**src/rtl/mem_access_unit_pkg.sv**
```systemverilog
// Shared definitions for the load/store lane unit.
// Holds the access-size and exception encodings, the FSM state type and
// the parameter legality helpers used at elaboration.
package mem_access_unit_pkg;

  typedef enum logic [1:0] {
    SZ_B = 2'b00,
    SZ_H = 2'b01,
    SZ_W = 2'b10,
    SZ_D = 2'b11
  } size_e;

  typedef enum logic [1:0] {
    EXC_NONE = 2'b00,
    EXC_ADEL = 2'b01,
    EXC_ADES = 2'b10,
    EXC_BUS  = 2'b11
  } exc_e;

  typedef enum logic [2:0] {
    S_IDLE,
    S_REQ,
    S_WAIT,
    S_RESP,
    S_DRAIN
  } state_e;

  function automatic bit data_w_ok(int w);
    return (w == 32) || (w == 64);
  endfunction

  function automatic bit timeout_ok(int t);
    return (t >= 1) && (t <= 255);
  endfunction

endpackage

```
**src/rtl/mem_access_unit_if.sv**
```systemverilog
// Handshake bundle between the M-stage, the lane unit and the data bus.
// slave  : the lane unit's view (takes requests, drives the bus, returns responses)
// master : the pipeline + memory view
interface mem_access_unit_if #(
  parameter int DATA_W = 32,
  parameter int ADDR_W = 32
);
  localparam int NB = DATA_W / 8;

  logic              req_valid;
  logic              req_ready;
  logic              req_we;
  logic [1:0]        req_size;
  logic              req_unsigned;
  logic [ADDR_W-1:0] req_addr;
  logic [DATA_W-1:0] req_wdata;
  logic              flush;

  logic              bus_req;
  logic              bus_gnt;
  logic [ADDR_W-1:0] bus_addr;
  logic              bus_we;
  logic [NB-1:0]     bus_byteen;
  logic [DATA_W-1:0] bus_wdata;
  logic              bus_rvalid;
  logic [DATA_W-1:0] bus_rdata;

  logic              resp_valid;
  logic [DATA_W-1:0] resp_data;
  logic [1:0]        resp_exc;

  modport slave (
    input  req_valid, req_we, req_size, req_unsigned, req_addr, req_wdata, flush,
    input  bus_gnt, bus_rvalid, bus_rdata,
    output req_ready, bus_req, bus_addr, bus_we, bus_byteen, bus_wdata,
    output resp_valid, resp_data, resp_exc
  );

  modport master (
    output req_valid, req_we, req_size, req_unsigned, req_addr, req_wdata, flush,
    output bus_gnt, bus_rvalid, bus_rdata,
    input  req_ready, bus_req, bus_addr, bus_we, bus_byteen, bus_wdata,
    input  resp_valid, resp_data, resp_exc
  );
endinterface

```
**src/rtl/mem_access_unit_lane_align.sv**
```systemverilog
// Combinational lane steering for one access.
// size/off/uns : latched access size, byte offset within the bus word, zero-extend
// wdata        : right-justified store data -> wdata_sh shifted onto its lanes
// rdata        : raw bus word -> rdata_ext, extracted and extended to DATA_W
// byteen       : lanes touched by the access
module mem_access_unit_lane_align
  import mem_access_unit_pkg::*;
#(
  parameter int DATA_W = 32,
  localparam int NB    = DATA_W / 8,
  localparam int OFF_W = $clog2(NB)
) (
  input  logic [1:0]        size,
  input  logic [OFF_W-1:0]  off,
  input  logic              uns,
  input  logic [DATA_W-1:0] wdata,
  input  logic [DATA_W-1:0] rdata,
  output logic [NB-1:0]     byteen,
  output logic [DATA_W-1:0] wdata_sh,
  output logic [DATA_W-1:0] rdata_ext
);
  logic [NB-1:0]     be_base;
  logic [DATA_W-1:0] rsh;

  always_comb begin
    case (size)
      SZ_B:    be_base = NB'(8'h01);
      SZ_H:    be_base = NB'(8'h03);
      SZ_W:    be_base = NB'(8'h0F);
      default: be_base = NB'(8'hFF);
    endcase
  end

  assign byteen   = be_base << off;
  assign wdata_sh = wdata << {off, 3'b000};
  assign rsh      = rdata >> {off, 3'b000};

  always_comb begin
    rdata_ext = rsh;
    case (size)
      SZ_B: if (uns) rdata_ext = DATA_W'(rsh[7:0]);
            else     rdata_ext = DATA_W'($signed(rsh[7:0]));
      SZ_H: if (uns) rdata_ext = DATA_W'(rsh[15:0]);
            else     rdata_ext = DATA_W'($signed(rsh[15:0]));
      SZ_W: if (uns) rdata_ext = DATA_W'(rsh[31:0]);
            else     rdata_ext = DATA_W'($signed(rsh[31:0]));
      default: rdata_ext = rsh;
    endcase
  end
endmodule

```
**src/rtl/mem_access_unit.sv**
```systemverilog
// Load/store lane unit between the M-stage and the data-memory bus.
// clk, reset : clock, synchronous active-high reset
// io (slave) : request from M-stage, bus request/grant/response, completion
// Accepts one access in IDLE, checks alignment, drives one bus request,
// waits for the response with a timeout, and returns a one-cycle response.
// A flush after grant parks in DRAIN so the outstanding response is absorbed.
module mem_access_unit
  import mem_access_unit_pkg::*;
#(
  parameter int DATA_W  = 32,
  parameter int ADDR_W  = 32,
  parameter int TIMEOUT = 15
) (
  input logic              clk,
  input logic              reset,
  mem_access_unit_if.slave io
);
  localparam int NB    = DATA_W / 8;
  localparam int OFF_W = $clog2(NB);

  if (!data_w_ok(DATA_W)) begin : g_bad_data_w
    $error("mem_access_unit: DATA_W must be 32 or 64");
  end
  if (!timeout_ok(TIMEOUT)) begin : g_bad_timeout
    $error("mem_access_unit: TIMEOUT must be 1..255");
  end

  state_e            state, state_nx;
  logic [7:0]        cnt;
  logic              lat_we, lat_uns;
  logic [1:0]        lat_size;
  logic [ADDR_W-1:0] lat_addr;
  logic [DATA_W-1:0] lat_wdata;
  logic [DATA_W-1:0] resp_data_q, resp_data_d;
  exc_e              resp_exc_q, resp_exc_d;
  logic              accept, misaligned, ld_resp, cnt_clr, timeout, bus_req;
  logic [OFF_W-1:0]  amask;
  logic [NB-1:0]     be;
  logic [DATA_W-1:0] wd_sh, ld_ext;

  // Low address bits that must be zero for a naturally aligned access.
  assign amask      = OFF_W'((4'd1 << io.req_size) - 4'd1);
  assign misaligned = ((io.req_size == SZ_D) && (DATA_W == 32)) ||
                      ((io.req_addr[OFF_W-1:0] & amask) != '0);
  assign accept     = io.req_valid && (state == S_IDLE);
  // True in the TIMEOUT-th cycle spent in WAIT/DRAIN since the grant.
  assign timeout    = (cnt + 8'd1) == 8'(TIMEOUT);

  mem_access_unit_lane_align #(.DATA_W(DATA_W)) u_lane_align (
    .size      (lat_size),
    .off       (lat_addr[OFF_W-1:0]),
    .uns       (lat_uns),
    .wdata     (lat_wdata),
    .rdata     (io.bus_rdata),
    .byteen    (be),
    .wdata_sh  (wd_sh),
    .rdata_ext (ld_ext)
  );

  always_ff @(posedge clk) begin
    if (reset) begin
      state       <= S_IDLE;
      cnt         <= '0;
      lat_we      <= 1'b0;
      lat_uns     <= 1'b0;
      lat_size    <= '0;
      lat_addr    <= '0;
      lat_wdata   <= '0;
      resp_data_q <= '0;
      resp_exc_q  <= EXC_NONE;
    end else begin
      state <= state_nx;
      if (cnt_clr) cnt <= '0;
      else if (state == S_WAIT || state == S_DRAIN) cnt <= cnt + 8'd1;
      if (accept) begin
        lat_we    <= io.req_we;
        lat_uns   <= io.req_unsigned;
        lat_size  <= io.req_size;
        lat_addr  <= io.req_addr;
        lat_wdata <= io.req_wdata;
      end
      if (ld_resp) begin
        resp_data_q <= resp_data_d;
        resp_exc_q  <= resp_exc_d;
      end
    end
  end

  always_comb begin
    state_nx    = state;
    cnt_clr     = 1'b0;
    ld_resp     = 1'b0;
    resp_data_d = '0;
    resp_exc_d  = EXC_NONE;
    case (state)
      S_IDLE: if (accept) begin
        if (misaligned) begin
          state_nx = S_RESP;
          ld_resp  = 1'b1;
          if (io.req_we) resp_exc_d = EXC_ADES;
          else           resp_exc_d = EXC_ADEL;
        end else begin
          state_nx = S_REQ;
        end
      end
      S_REQ: begin
        if (io.bus_gnt) begin
          cnt_clr = 1'b1;
          if (io.flush) state_nx = S_DRAIN;
          else          state_nx = S_WAIT;
        end else if (io.flush) begin
          state_nx = S_IDLE;
        end
      end
      S_WAIT: begin
        // A flush that coincides with the response (or timeout) has nothing
        // left to drain, so it returns straight to IDLE.
        if (io.flush) begin
          if (io.bus_rvalid || timeout) state_nx = S_IDLE;
          else                          state_nx = S_DRAIN;
        end else if (io.bus_rvalid) begin
          state_nx = S_RESP;
          ld_resp  = 1'b1;
          if (!lat_we) resp_data_d = ld_ext;
        end else if (timeout) begin
          state_nx   = S_RESP;
          ld_resp    = 1'b1;
          resp_exc_d = EXC_BUS;
        end
      end
      S_DRAIN: if (io.bus_rvalid || timeout) state_nx = S_IDLE;
      S_RESP:  state_nx = S_IDLE;
      default: state_nx = S_IDLE;
    endcase
  end

  assign bus_req       = (state == S_REQ);
  assign io.req_ready  = (state == S_IDLE);
  assign io.bus_req    = bus_req;
  assign io.bus_addr   = {lat_addr[ADDR_W-1:OFF_W], {OFF_W{1'b0}}};
  assign io.bus_we     = bus_req & lat_we;
  assign io.bus_byteen = bus_req ? be : '0;
  assign io.bus_wdata  = wd_sh;
  assign io.resp_valid = (state == S_RESP);
  assign io.resp_data  = resp_data_q;
  assign io.resp_exc   = resp_exc_q;
endmodule

```
**src/flat_wrapper.sv**
```systemverilog
// flat-port wrapper written by rule: the top's interface ports become plain ports
module mem_access_unit_flat import mem_access_unit_pkg::*;
#(
  parameter int DATA_W  = 32,
  parameter int ADDR_W  = 32,
  parameter int TIMEOUT = 15
)
  (clk, reset, io_req_valid, io_req_we, io_req_size, io_req_unsigned, io_req_addr, io_req_wdata, io_flush, io_bus_gnt, io_bus_rvalid, io_bus_rdata, io_req_ready, io_bus_req, io_bus_addr, io_bus_we, io_bus_byteen, io_bus_wdata, io_resp_valid, io_resp_data, io_resp_exc);
  mem_access_unit_if #(.DATA_W(DATA_W), .ADDR_W(ADDR_W)) io_i ();
  input logic clk;
  input logic reset;
  input wire logic [$bits(io_i.req_valid)-1:0] io_req_valid;
  input wire logic [$bits(io_i.req_we)-1:0] io_req_we;
  input wire logic [$bits(io_i.req_size)-1:0] io_req_size;
  input wire logic [$bits(io_i.req_unsigned)-1:0] io_req_unsigned;
  input wire logic [$bits(io_i.req_addr)-1:0] io_req_addr;
  input wire logic [$bits(io_i.req_wdata)-1:0] io_req_wdata;
  input wire logic [$bits(io_i.flush)-1:0] io_flush;
  input wire logic [$bits(io_i.bus_gnt)-1:0] io_bus_gnt;
  input wire logic [$bits(io_i.bus_rvalid)-1:0] io_bus_rvalid;
  input wire logic [$bits(io_i.bus_rdata)-1:0] io_bus_rdata;
  output wire logic [$bits(io_i.req_ready)-1:0] io_req_ready;
  output wire logic [$bits(io_i.bus_req)-1:0] io_bus_req;
  output wire logic [$bits(io_i.bus_addr)-1:0] io_bus_addr;
  output wire logic [$bits(io_i.bus_we)-1:0] io_bus_we;
  output wire logic [$bits(io_i.bus_byteen)-1:0] io_bus_byteen;
  output wire logic [$bits(io_i.bus_wdata)-1:0] io_bus_wdata;
  output wire logic [$bits(io_i.resp_valid)-1:0] io_resp_valid;
  output wire logic [$bits(io_i.resp_data)-1:0] io_resp_data;
  output wire logic [$bits(io_i.resp_exc)-1:0] io_resp_exc;
  assign io_i.req_valid = io_req_valid;
  assign io_i.req_we = io_req_we;
  assign io_i.req_size = io_req_size;
  assign io_i.req_unsigned = io_req_unsigned;
  assign io_i.req_addr = io_req_addr;
  assign io_i.req_wdata = io_req_wdata;
  assign io_i.flush = io_flush;
  assign io_i.bus_gnt = io_bus_gnt;
  assign io_i.bus_rvalid = io_bus_rvalid;
  assign io_i.bus_rdata = io_bus_rdata;
  assign io_req_ready = io_i.req_ready;
  assign io_bus_req = io_i.bus_req;
  assign io_bus_addr = io_i.bus_addr;
  assign io_bus_we = io_i.bus_we;
  assign io_bus_byteen = io_i.bus_byteen;
  assign io_bus_wdata = io_i.bus_wdata;
  assign io_resp_valid = io_i.resp_valid;
  assign io_resp_data = io_i.resp_data;
  assign io_resp_exc = io_i.resp_exc;
  mem_access_unit #(.DATA_W(DATA_W), .ADDR_W(ADDR_W), .TIMEOUT(TIMEOUT)) u_core (.clk(clk), .reset(reset), .io(io_i));
endmodule
```
**config.mk**
```make
export PLATFORM = sky130hd
export DESIGN_NAME = mem_access_unit_flat
export DESIGN_NICKNAME = d
export VERILOG_FILES = /design/src/rtl/mem_access_unit_pkg.sv /design/src/rtl/mem_access_unit_if.sv /design/src/rtl/mem_access_unit_lane_align.sv /design/src/rtl/mem_access_unit.sv /design/src/flat_wrapper.sv
export SDC_FILE = /design/constraint.sdc
export NUM_CORES = 1
export LEC_CHECK = 0
export CORE_UTILIZATION = 29
export CTS_BUF_LIST = sky130_fd_sc_hd__clkbuf_2 sky130_fd_sc_hd__clkbuf_4 sky130_fd_sc_hd__clkbuf_8
export DETAILED_ROUTE_END_ITERATION = 8
export PLACE_DENSITY = 0.58
export SYNTH_ARGS = -nofsm -noshare
export SYNTH_HDL_FRONTEND = slang
export SYNTH_SLANG_ARGS = --single-unit
```
**constraint.sdc**
```tcl
create_clock -name clk -period 3.39 [get_ports clk]
set_clock_uncertainty 0.15 [all_clocks]
set_input_delay 0.8475 -clock clk [delete_from_list [all_inputs] [get_ports clk]]
set_output_delay 0.8475 -clock clk [all_outputs]
set_load 0.005 [all_outputs]
```
==> flow_summary.toml <==
[status]
outcome = "completed"

[routing]
viasPerCell = 4.843
final_antenna_net_count = 0
wl_per_cell_microns = 16.09
drt_pass1_iterations = 4
wirelength_microns = 18720
initialDrtViolationCount = 265
drc_errors = 0
vias = 5632

[synth]
yosysSeqAreaShare = 0.3992
synth_mux_area_frac = 0.06050
synth_seq_cells = 113
synthAdderAreaFrac = 0.004416
yosys.area.top_type = "dfxtp_1"
synth-xor-area-share = 0.009274
ys_warn_count = 0
yosys-top-cells-count = "152 x nand2_1, 113 x dfxtp_1, 97 x a21oi_1, 51 x clkbuf_1, 34 x nor2_1"
synth-edff-count = 0
synth_area_leaders = "dfxtp_1 40%, nand2_1 10%, a21oi_1 8.6%, mux2i_1 5.7%, buf_4 4.2%"
avgSynthCellArea_sq_um = 7.795
synth_ff_type = "dfxtp_1"
ys_async_sr_fraction = 0
yosys.cell_count.top_type = "nand2_1"
synth_cells = 727
synth_cell_types = 51
synth_top_area_frac = 0.3992
synth_top_family_by_area = "compound AO/OA/AOI/OAI gates"
synth_compound_area_frac = 0.2179
yosys.area_share.simple = 0.2151
syn_area_sq_um = 5667

[grt]
grt_max_degree = 75
antenna_found_initial = 1
use_met1 = 0.2455
top_usage_layer = "met2"
first_global_vias = 5429
grt_pass1_wl_microns = 29700
use_met2 = 0.2940
grt_util_all_layers = 0.1896
grt_overflow_total = 0
use_met3 = 0.06581

[clocking]
clk_path_buf_depth = 2
clock_latency_ps = 440
cts.sinks = 113
clockRootBuffer = "clkbuf_8"
tritoncts = "built"
cts_buffers = 17
cts_setup_buffers = 0
cts_resized = 0
ctsHoldBuffers = 0
clkTransAtPathRegs_ps = 80
htree_levels = 4

[pwr]
power_frac_seq = 0.394
ir_drop_mv = 0.2442
switching_share = 0.2987
p_comb_frac = 0.245
p_sw_mw = 1.122
power_density_nw_per_um2 = 455.7
clkPwrFrac = 0.362
p_int_mw = 2.634
power.leakage_nw = 2.926

[place]
gp_congestion = 0.8435
hpwl_microns = 12970
place_ws_ps = 101.6
port_buffers = 209

[setup_path]
start_kind = "register"
crit_path_max_incr_delay_ps = 560
crit_required_ps = 2390
crit_slowest_cell = "clkdlybuf4s50_1"
crit_type = "reg2out"
arrival_ps = 2080
crit_path_end_kind = "primary output"
cp_max_fo = 4
crit_chain = "nor3b_1 -> buf_4 -> o31ai_1 -> nor2_1 -> clkdlybuf4s50_1"

[die]
core_sq_um = 18960
die_area_sq_um = 20100
num_rows = 50
die_y_microns = 141.8
io_pins = 212
initial_utilization = 0.2989
dieWidth_microns = 141.8

[final_layout]
n_antenna_cell = 0
multi_input_area_sq_um = 2889
nFillCells = 1942
area_delta_synth_final_pct = 45.44
final_nets = 998
seqCellArea_sq_um = 2265
drive_gt1_frac = 0.07641

[timing]
max_freq_mhz = 324.6
drv_slew = 0
fin_tns_setup_ps = 0
hold_ws_ps = 301.1
rsz0062_at_grt = "no"
hold_violations = 0
post-route-min-period_ps = 3081
fin_ws_ps = 308.9
tightestPinTransition_ps = 1307
min_period_over_period = 0.9089
relSlewSlack = 0.1256
setup_viol = 0

[job]
cap_viol_max_count = 0

[hold_path]
hp-class = "reg2reg"
per-stage QoR:
stage	power (mW)	area, sq um	util	instances
after floorplan	1.992	5670	-	728
final	3.756	8242	0.4348	1163
after global placement	2.431	7826	0.4129	1131
after global routing	3.971	8242	0.4348	1163
after CTS	3.816	8242	0.4348	1163
after detailed placement	2.432	7826	0.4129	1131
placed cells by master (no fill, tap or decap), types with 3 or more instances in the layout:
master and instances:
clkdlybuf4s50_1 208, a32o_1 9, xnor2_1 6, nor4b_1 4, and2_1 11, dfxtp_1 111
a211oi_1 23, a32oi_1 8, o21ai_0 20, buf_4 27, nand2b_1 4, mux2i_1 32
bufinv_16 3, nor2b_1 19, clkbuf_8 18, inv_1 10, a21oi_1 97, clkinv_2 3
o22ai_1 18, nor3_1 5, nand2_1 152, nor4bb_1 3, clkinvlp_4 5, nor3b_1 3
a31o_1 7, nand3_1 20, a31oi_1 3, nor2_1 34
layout make-up:
type,instances,share of cell area
clock buffers,19,0.03097
flip-flops and latches,113,0.2748
repair buffers,237,0.2802
multi-input cells,511,0.3505
inverters,10,0.004554
clock inverters,13,0.01943
well taps,260,0.03947
state kept, by name, summed over array words and instances, names as in the netlist:
signal / cells
u_core.state: 3
u_core.io.resp_data: 32
u_core.io.resp_exc: 2
u_core.lat_size: 2
u_core.lat_we: 1
u_core.lat_addr: 32
u_core.cnt: 8
u_core.lat_wdata: 32
u_core.lat_uns: 1
critical path: cells and delay by family (launching register included):
family                 cells  cell delay [ps]
AND/OR/NAND/NOR            2              470
flip-flops                 1              330
buffers and inverters      2              770
AO/OA/AOI/OAI              1               90
per-layer routing:
layer  routed length (microns)  vias to the layer above
li1                          -                     2837
met1                      8584                     2592
met2                      8542                      189
met3                      1379                       12
met4                       194                        2
met5                        16                        -
cells by family (layout without fill, tap and decap cells):
| kind of cell | after synthesis | after routing |
|---|---|---|
| AOI/OAI and AO/OA | 200 | 200 |
| xor gates and xnor gates | 6 | 6 |
| adders and majority gates | 2 | 2 |
| buffers and inverters | 104 | 279 |
| DFF | 113 | 113 |
| muxes | 33 | 33 |
| other | 1 | 2 |
| and+or+nand+nor | 268 | 268 |
path summary, 6_finish.rpt:
check / slack, ps / startpoint / end / cells after the start
worst min register to register: 300 / u_core.lat_wdata[25] / u_core.lat_wdata[25] / 2
worst min-delay path: 300 / u_core.lat_wdata[25] / u_core.lat_wdata[25] / 2
worst max-delay path: 310 / u_core.state[0] / io_bus_byteen[1] / 5
worst max register to register: 800 / u_core.lat_addr[1] / u_core.io.resp_data[20] / 5
power groups by stage:
stage / logic (mW) / clock network [mW] / registers [mW]
2_1_floorplan: 0.504 / 0 / 1.49
3_3_place_gp: 0.925 / 0 / 1.51
3_5_place_dp: 0.924 / 0 / 1.51
4_1_cts: 0.928 / 1.41 / 1.48
5_1_grt: 1.01 / 1.47 / 1.49
6_report: 0.918 / 1.36 / 1.48
Power figures use the tool's default switching activity.
